### config.mk
export PLATFORM = sky130hd
export DESIGN_NAME = signal_lamp_driver
export DESIGN_NICKNAME = d
export VERILOG_FILES = /design/src/rtl/signal_lamp_driver.sv
export SDC_FILE = /design/constraint.sdc
export NUM_CORES = 1
export LEC_CHECK = 0
export CAP_MARGIN = 20
export CORE_ASPECT_RATIO = 1.25
export CORE_MARGIN = 2
export CORE_UTILIZATION = 43
export CTS_BUF_LIST = sky130_fd_sc_hd__clkbuf_4
export DETAILED_ROUTE_END_ITERATION = 10
export PLACE_DENSITY_LB_ADDON = 0.08
export SLEW_MARGIN = 10
export SYNTH_ARGS = -nofsm -noshare
export SYNTH_HDL_FRONTEND = slang
export SYNTH_SLANG_ARGS = --single-unit
### constraint.sdc
create_clock -name clk -period 2.8 [get_ports clk]
set_input_delay 0.84 -clock clk [delete_from_list [all_inputs] [get_ports clk]]
set_output_delay 0.84 -clock clk [all_outputs]
set_load 0.01 [all_outputs]
### src/rtl/signal_lamp_driver.sv
// Lamp driver for the intersection light sequencer: decodes the phase code into
// one-hot lamp drives and latches into a flashing-red fail-safe on any code fault.
module signal_lamp_driver #(
  parameter int unsigned MIN_DWELL  = 1,
  parameter int unsigned FLASH_HALF = 4,
  parameter int unsigned CNT_W      = 16
) (
  input  logic             clk,
  input  logic             reset,
  input  logic [1:0]       light_in,
  input  logic             fault_clr,
  output logic             lamp_red,
  output logic             lamp_yellow,
  output logic             lamp_green,
  output logic             fault,
  output logic [1:0]       fault_code,
  output logic [CNT_W-1:0] dwell_cnt,
  output logic [CNT_W-1:0] phase_count
);

  localparam int unsigned      FL_W      = (FLASH_HALF > 1) ? $clog2(FLASH_HALF) : 1;
  localparam logic [FL_W-1:0]  FL_LAST   = FL_W'(FLASH_HALF - 1);
  localparam logic [CNT_W-1:0] DWELL_MIN = CNT_W'(MIN_DWELL);
  localparam logic [CNT_W-1:0] DWELL_MAX = '1;

  localparam logic [1:0] PH_GREEN  = 2'b00;
  localparam logic [1:0] PH_YELLOW = 2'b01;
  localparam logic [1:0] PH_RED    = 2'b10;
  localparam logic [1:0] PH_BAD    = 2'b11;

  typedef enum logic [1:0] {
    ST_INIT,
    ST_RUN,
    ST_FAULT
  } state_e;

  typedef enum logic [1:0] {
    FC_NONE  = 2'b00,
    FC_CODE  = 2'b01,
    FC_TRANS = 2'b10,
    FC_DWELL = 2'b11
  } fcode_e;

  typedef struct packed {
    logic red;
    logic yellow;
    logic green;
  } lamps_t;

  localparam lamps_t LAMPS_RED = '{red: 1'b1, yellow: 1'b0, green: 1'b0};

  function automatic lamps_t decode(input logic [1:0] code);
    lamps_t l;
    l = '0;
    case (code)
      PH_GREEN:  l.green  = 1'b1;
      PH_YELLOW: l.yellow = 1'b1;
      PH_RED:    l.red    = 1'b1;
      default:   l        = '0;
    endcase
    return l;
  endfunction

  // Only the forward cycle green -> yellow -> red -> green is a legal change.
  function automatic logic legal_step(input logic [1:0] from, input logic [1:0] to);
    return ((from == PH_GREEN)  && (to == PH_YELLOW)) ||
           ((from == PH_YELLOW) && (to == PH_RED))    ||
           ((from == PH_RED)    && (to == PH_GREEN));
  endfunction

  state_e           state_q,      state_d;
  lamps_t           lamps_q,      lamps_d;
  logic             fault_q,      fault_d;
  fcode_e           fault_code_q, fault_code_d;
  logic [CNT_W-1:0] dwell_q,      dwell_d;
  logic [CNT_W-1:0] phase_q,      phase_d;
  logic [1:0]       last_q,       last_d;
  logic [FL_W-1:0]  flash_q,      flash_d;

  logic             fault_hit;
  fcode_e           fault_kind;

  always_comb begin
    // NOTE: every signal written here gets a default first, so no path can infer a latch.
    state_d      = state_q;
    lamps_d      = lamps_q;
    fault_d      = fault_q;
    fault_code_d = fault_code_q;
    dwell_d      = dwell_q;
    phase_d      = phase_q;
    last_d       = last_q;
    flash_d      = flash_q;
    fault_hit    = 1'b0;
    fault_kind   = FC_NONE;

    case (state_q)
      ST_INIT: begin
        if (light_in == PH_BAD) begin
          fault_hit  = 1'b1;
          fault_kind = FC_CODE;
        end else begin
          state_d = ST_RUN;
          last_d  = light_in;
          lamps_d = decode(light_in);
          dwell_d = CNT_W'(1);
        end
      end

      ST_RUN: begin
        if (light_in == PH_BAD) begin
          fault_hit  = 1'b1;
          fault_kind = FC_CODE;
        end else if (light_in != last_q) begin
          if (!legal_step(last_q, light_in)) begin
            fault_hit  = 1'b1;
            fault_kind = FC_TRANS;
          end else if (dwell_q < DWELL_MIN) begin
            fault_hit  = 1'b1;
            fault_kind = FC_DWELL;
          end else begin
            lamps_d = decode(light_in);
            last_d  = light_in;
            dwell_d = CNT_W'(1);
            phase_d = phase_q + CNT_W'(1);
          end
        end else if (dwell_q != DWELL_MAX) begin
          dwell_d = dwell_q + CNT_W'(1);
        end
      end

      ST_FAULT: begin
        if (fault_clr) begin
          state_d      = ST_INIT;
          lamps_d      = LAMPS_RED;
          fault_d      = 1'b0;
          fault_code_d = FC_NONE;
          dwell_d      = '0;
          flash_d      = '0;
        end else if (flash_q == FL_LAST) begin
          lamps_d.red = ~lamps_q.red;
          flash_d     = '0;
        end else begin
          flash_d = flash_q + FL_W'(1);
        end
      end

      default: state_d = ST_INIT;
    endcase

    // Fault entry overrides whatever the state logic proposed; dwell stays frozen.
    if (fault_hit) begin
      state_d      = ST_FAULT;
      fault_d      = 1'b1;
      fault_code_d = fault_kind;
      lamps_d      = LAMPS_RED;
      flash_d      = '0;
    end
  end

  always_ff @(posedge clk) begin
    // NOTE: sequential state uses non-blocking assignments so all flops update from pre-edge values.
    if (reset) begin
      state_q      <= ST_INIT;
      lamps_q      <= LAMPS_RED;
      fault_q      <= 1'b0;
      fault_code_q <= FC_NONE;
      dwell_q      <= '0;
      phase_q      <= '0;
      last_q       <= PH_RED;
      flash_q      <= '0;
    end else begin
      state_q      <= state_d;
      lamps_q      <= lamps_d;
      fault_q      <= fault_d;
      fault_code_q <= fault_code_d;
      dwell_q      <= dwell_d;
      phase_q      <= phase_d;
      last_q       <= last_d;
      flash_q      <= flash_d;
    end
  end

  assign lamp_red    = lamps_q.red;
  assign lamp_yellow = lamps_q.yellow;
  assign lamp_green  = lamps_q.green;
  assign fault       = fault_q;
  assign fault_code  = fault_code_q;
  assign dwell_cnt   = dwell_q;
  assign phase_count = phase_q;

endmodule
==> impl_results.rst <==
.. list-table::
   :header-rows: 1

   * - Metric
     - Value
   * - Number of nets with antenna violations after detailed routing
     - 0
   * - HPWL after detailed placement
     - 5050 µm
   * - Buffers inserted during post-CTS setup optimization
     - 0
   * - WL/cell
     - 15.1 µm
   * - Beginning of the worst hold path
     - lamp_green$_SDFFE_PP0P_
   * - CTS Buf Count
     - 5
   * - Clock period minus final worst setup slack
     - 2.55 ns
   * - Core region area
     - 6170 µm²
   * - Kind of critical path
     - primary input to flop
   * - 1st-iter DRT viols
     - 94
   * - Final core utilization
     - 55.6%
   * - Sequential share of the synthesized area
     - 32.1%
   * - Total wire length after detailed routing
     - 6820 µm
   * - Max Fanout on Critical Path
     - 7
   * - Pre-CTS setup slack
     - -0.120 ns
   * - Post-route setup slack
     - 0.250 ns
   * - First-pass GRT wire length
     - 11500 µm
   * - # Max-Cap Violations
     - 0
   * - Number of buffers inserted by port buffering
     - 42
   * - FF+latch area
     - 881 µm²
   * - Post-Syn Area
     - 2740 µm²
   * - Total placed instance area
     - 3350 µm²
   * - Worst-Skew Late Latency
     - 0.37 ns
   * - Register clock-pin slew on the reported worst setup and hold paths
     - 0.14 ns
   * - Multi-input gate area in the final layout
     - 1680 µm²
   * - Initial antenna violation count
     - 0
   * - Largest delay share family, worst path
     - buffers and inverters
   * - Cell types occupying the most area after synthesis
     - sky130_fd_sc_hd__dfxtp_1, sky130_fd_sc_hd__a21oi_1, sky130_fd_sc_hd__a311oi_2
   * - Mean Syn Cell Area
     - 8.82 µm²
   * - Number of enable flip-flop cells after synthesis
     - 0
   * - TritonRoute pass-1 iters
     - 4
   * - Area share of the largest cell type after synthesis
     - 32.1%
   * - Maximum number of pins on one net before global-route repair
     - 39
   * - Leakage power figure
     - 0.00116 µW
   * - Worst Tran Pin Value
     - 0.620 ns
   * - Via count of the first global-routing pass
     - 2448
   * - Result of the run
     - finished, final reports clean
   * - Overall die area
     - 7040 µm²
   * - Final estimated routing congestion in global placement
     - 0.863
   * - Ratio of routed vias to standard cells
     - 5.66
   * - Proportion of register bits with asynchronous set or reset after synthesis
     - 0%
   * - Vertical die dimension
     - 93.3 µm
   * - Data arrival at the endpoint of the critical path
     - 2.84 ns
   * - Endpoint required time on the critical path
     - 3.09 ns
   * - Total power after layout
     - 2050 µW
   * - Highest cell delay on the worst timing path
     - 0.61 ns
   * - Number of remaining DRC errors
     - 0
   * - Critical-path top delay cell
     - sky130_fd_sc_hd__clkdlybuf4s50_1
   * - Hold slack
     - 0.489 ns
   * - TritonCTS clock tree
     - done
   * - Max Clock Freq
     - 392 MHz
   * - Number of primary I/O pins
     - 43
   * - Category of the worst setup path launch point
     - primary input
   * - Worst slew slack as a fraction of its limit
     - 58.4%
   * - Max Transition Viols Final
     - 0
   * - Layout cell share with drive strength beyond 1
     - 17.5%
   * - Worst Setup End Kind
     - flop
   * - GRT Util Overall
     - 20.9%
   * - Post-synthesis register bit count
     - 44
   * - FILL cells
     - 637
   * - Clock tree skew after final layout
     - 0.00914 ns
   * - Die W
     - 75.4 µm
   * - Synth cell types
     - 63
   * - Final-report hold violation count
     - 0
   * - RSZ-0062 raised after global routing
     - no
   * - Post-cts hold buffer count
     - 0
   * - Setup Viol. Count Final
     - 0
   * - Synthesis Warnings
     - 0
   * - H-tree levels
     - 2
   * - Net count after synthesis
     - 323
   * - Starting Density
     - 44.5%
   * - Clock Tree Root
     - sky130_fd_sc_hd__clkbuf_4
   * - Worst reg2reg path startpoint
     - dwell_cnt[0]$_SDFFE_PP0P_
   * - Post-synth top area cell
     - sky130_fd_sc_hd__dfxtp_1
   * - Cell-by-cell trace of the critical path
     - clkdlybuf4s50_1 > buf_4 > xor2_1 > nor2_2 > a311oi_4 > buf_4 > a41oi_1 > a311oi_1
   * - Timing startpoint of the critical path
     - light_in[1]
   * - Top cell by count, worst path
     - sky130_fd_sc_hd__buf_4
   * - Number of inserted diodes
     - 0
   * - Post-synth top flop
     - sky130_fd_sc_hd__dfxtp_1
   * - Number of buffers on the longest clock path
     - 2
   * - Number of rows in the core area
     - 32
   * - Total gr overflow
     - 0
   * - HP Class
     - flop to flop
   * - Max VDD drop
     - 0.000419 V
   * - Clock Sinks
     - 44
   * - Vias after detailed routing
     - 2552
   * - Post-Syn Instances
     - 311
   * - Number of nets in the layout
     - 377
   * - P per Cell Area
     - 598 nW/µm²
   * - Layout overhead on the synthesized area
     - 25.0%
   * - Final worst-path cycle share
     - 91.1%
   * - Post-route design area
     - 3430 µm²
   * - Worst Path Buf+Inv
     - 3
   * - CTS resizes
     - 0
[kinds of logic after synthesis]
kind of cell | count (synthesis) | synth area share, %
and+or+nand+nor | 124 | 27.5
AOI/OAI and AO/OA | 82 | 24.8
DFF | 44 | 32.1
buffers and inverters | 37 | 6.80
xor gates and xnor gates | 15 | 4.79
adders and majority gates | 7 | 3.19
muxes | 2 | 0.821
[per-stage QoR]
step	instances	TNS, ns
global placement	443	-0.447
global route	451	0
finish	451	0
detailed placement	443	-1.42
floorplan	311	0
CTS	451	0
[sequential cells by signal, summed over array words and instances, names as in the netlist]
name and cells:
lamp_yellow 1, fault 1, phase_count 16, flash_q 2, dwell_cnt 16, lamp_red 1, state_q 2, last_q 2
fault_code 2, lamp_green 1
[where the power goes]
part           internal [µW]  switching, µW  total [µW]
Sequential               679           60.1         739
Clock                    187            226         413
Combinational            384            515         899
[routing by layer]
metal | wire length, µm | global-route usage (%) | vias up
met5 | 0 | 0 | -
li1 | - | - | 1274
met1 | 2960 | 25.7 | 1199
met2 | 3390 | 35.3 | 63
met4 | 161 | 7.75 | 0
met3 | 309 | 3.88 | 16
[cell type report]
cell class | instances | share of cell area (%)
multi-input cells | 230 | 48.9
flip-flops and latches | 44 | 25.7
repair buffers | 67 | 18.1
well taps | 85 | 3.10
inverters | 17 | 1.86
clock inverters | 3 | 1.24
clock buffers | 5 | 1.10
[tightest hold or removal path: cells and delay by family, from the launching register on]
kind,cells,cell delay (ns)
flip-flops,1,0.33
AO/OA/AOI/OAI,2,0.12
[final timing paths]
kind                                                   end  slack [ns]  cells past startpoint
worst max-delay path            dwell_cnt[11]$_SDFFE_PP0P_        0.25                      8
worst min-delay path               lamp_green$_SDFFE_PP0P_        0.49                      2
worst max register to register  dwell_cnt[10]$_SDFFE_PP0P_        0.52                      8
worst min register to register     lamp_green$_SDFFE_PP0P_        0.49                      2
[synth_stat cells (4+ instances only)]
library cell	n
sky130_fd_sc_hd__nor3_1	8
sky130_fd_sc_hd__a41oi_1	5
sky130_fd_sc_hd__xor2_1	6
sky130_fd_sc_hd__buf_6	4
sky130_fd_sc_hd__nand3_1	10
sky130_fd_sc_hd__a31oi_1	7
sky130_fd_sc_hd__or4_1	4
sky130_fd_sc_hd__nand2_1	26
sky130_fd_sc_hd__dfxtp_1	44
sky130_fd_sc_hd__a21oi_1	21
sky130_fd_sc_hd__clkbuf_1	7
sky130_fd_sc_hd__a311oi_2	7
sky130_fd_sc_hd__and4_1	6
sky130_fd_sc_hd__nor2_1	26
sky130_fd_sc_hd__o21ai_0	14
sky130_fd_sc_hd__nand4_1	7
sky130_fd_sc_hd__inv_1	17
sky130_fd_sc_hd__and3_1	4
sky130_fd_sc_hd__buf_2	4
sky130_fd_sc_hd__ha_1	7
sky130_fd_sc_hd__nor4b_2	4
sky130_fd_sc_hd__nor4_1	8
sky130_fd_sc_hd__xnor2_1	9
[cells in the final DEF (no fill, tap or decap), types with 2 or more instances in the layout]
cell                              instances
sky130_fd_sc_hd__nand2b_1                 3
sky130_fd_sc_hd__nor4_1                   8
sky130_fd_sc_hd__nor4_4                   2
sky130_fd_sc_hd__nand4_1                  7
sky130_fd_sc_hd__dfxtp_1                 44
sky130_fd_sc_hd__nand2_1                 26
sky130_fd_sc_hd__and3_1                   4
sky130_fd_sc_hd__nor2_1                  26
sky130_fd_sc_hd__a31oi_1                  7
sky130_fd_sc_hd__buf_4                   24
sky130_fd_sc_hd__or4_1                    4
sky130_fd_sc_hd__nor3_1                   8
sky130_fd_sc_hd__nand3_2                  3
sky130_fd_sc_hd__xor2_1                   6
sky130_fd_sc_hd__xnor2_1                  9
sky130_fd_sc_hd__inv_1                   17
sky130_fd_sc_hd__ha_1                     7
sky130_fd_sc_hd__nor4b_2                  4
sky130_fd_sc_hd__and4_1                   6
sky130_fd_sc_hd__nand3_1                 10
sky130_fd_sc_hd__clkbuf_4                 5
sky130_fd_sc_hd__or3_1                    2
sky130_fd_sc_hd__o31ai_1                  3
sky130_fd_sc_hd__o311a_1                  2
sky130_fd_sc_hd__o21ai_0                 14
sky130_fd_sc_hd__o21a_1                   2
sky130_fd_sc_hd__and2_1                   3
sky130_fd_sc_hd__a21oi_1                 21
sky130_fd_sc_hd__a311oi_1                 2
sky130_fd_sc_hd__o31ai_2                  2
sky130_fd_sc_hd__clkdlybuf4s50_1         42
sky130_fd_sc_hd__a311oi_2                 7
sky130_fd_sc_hd__a41oi_1                  5
Power figures use the tool's default switching activity.
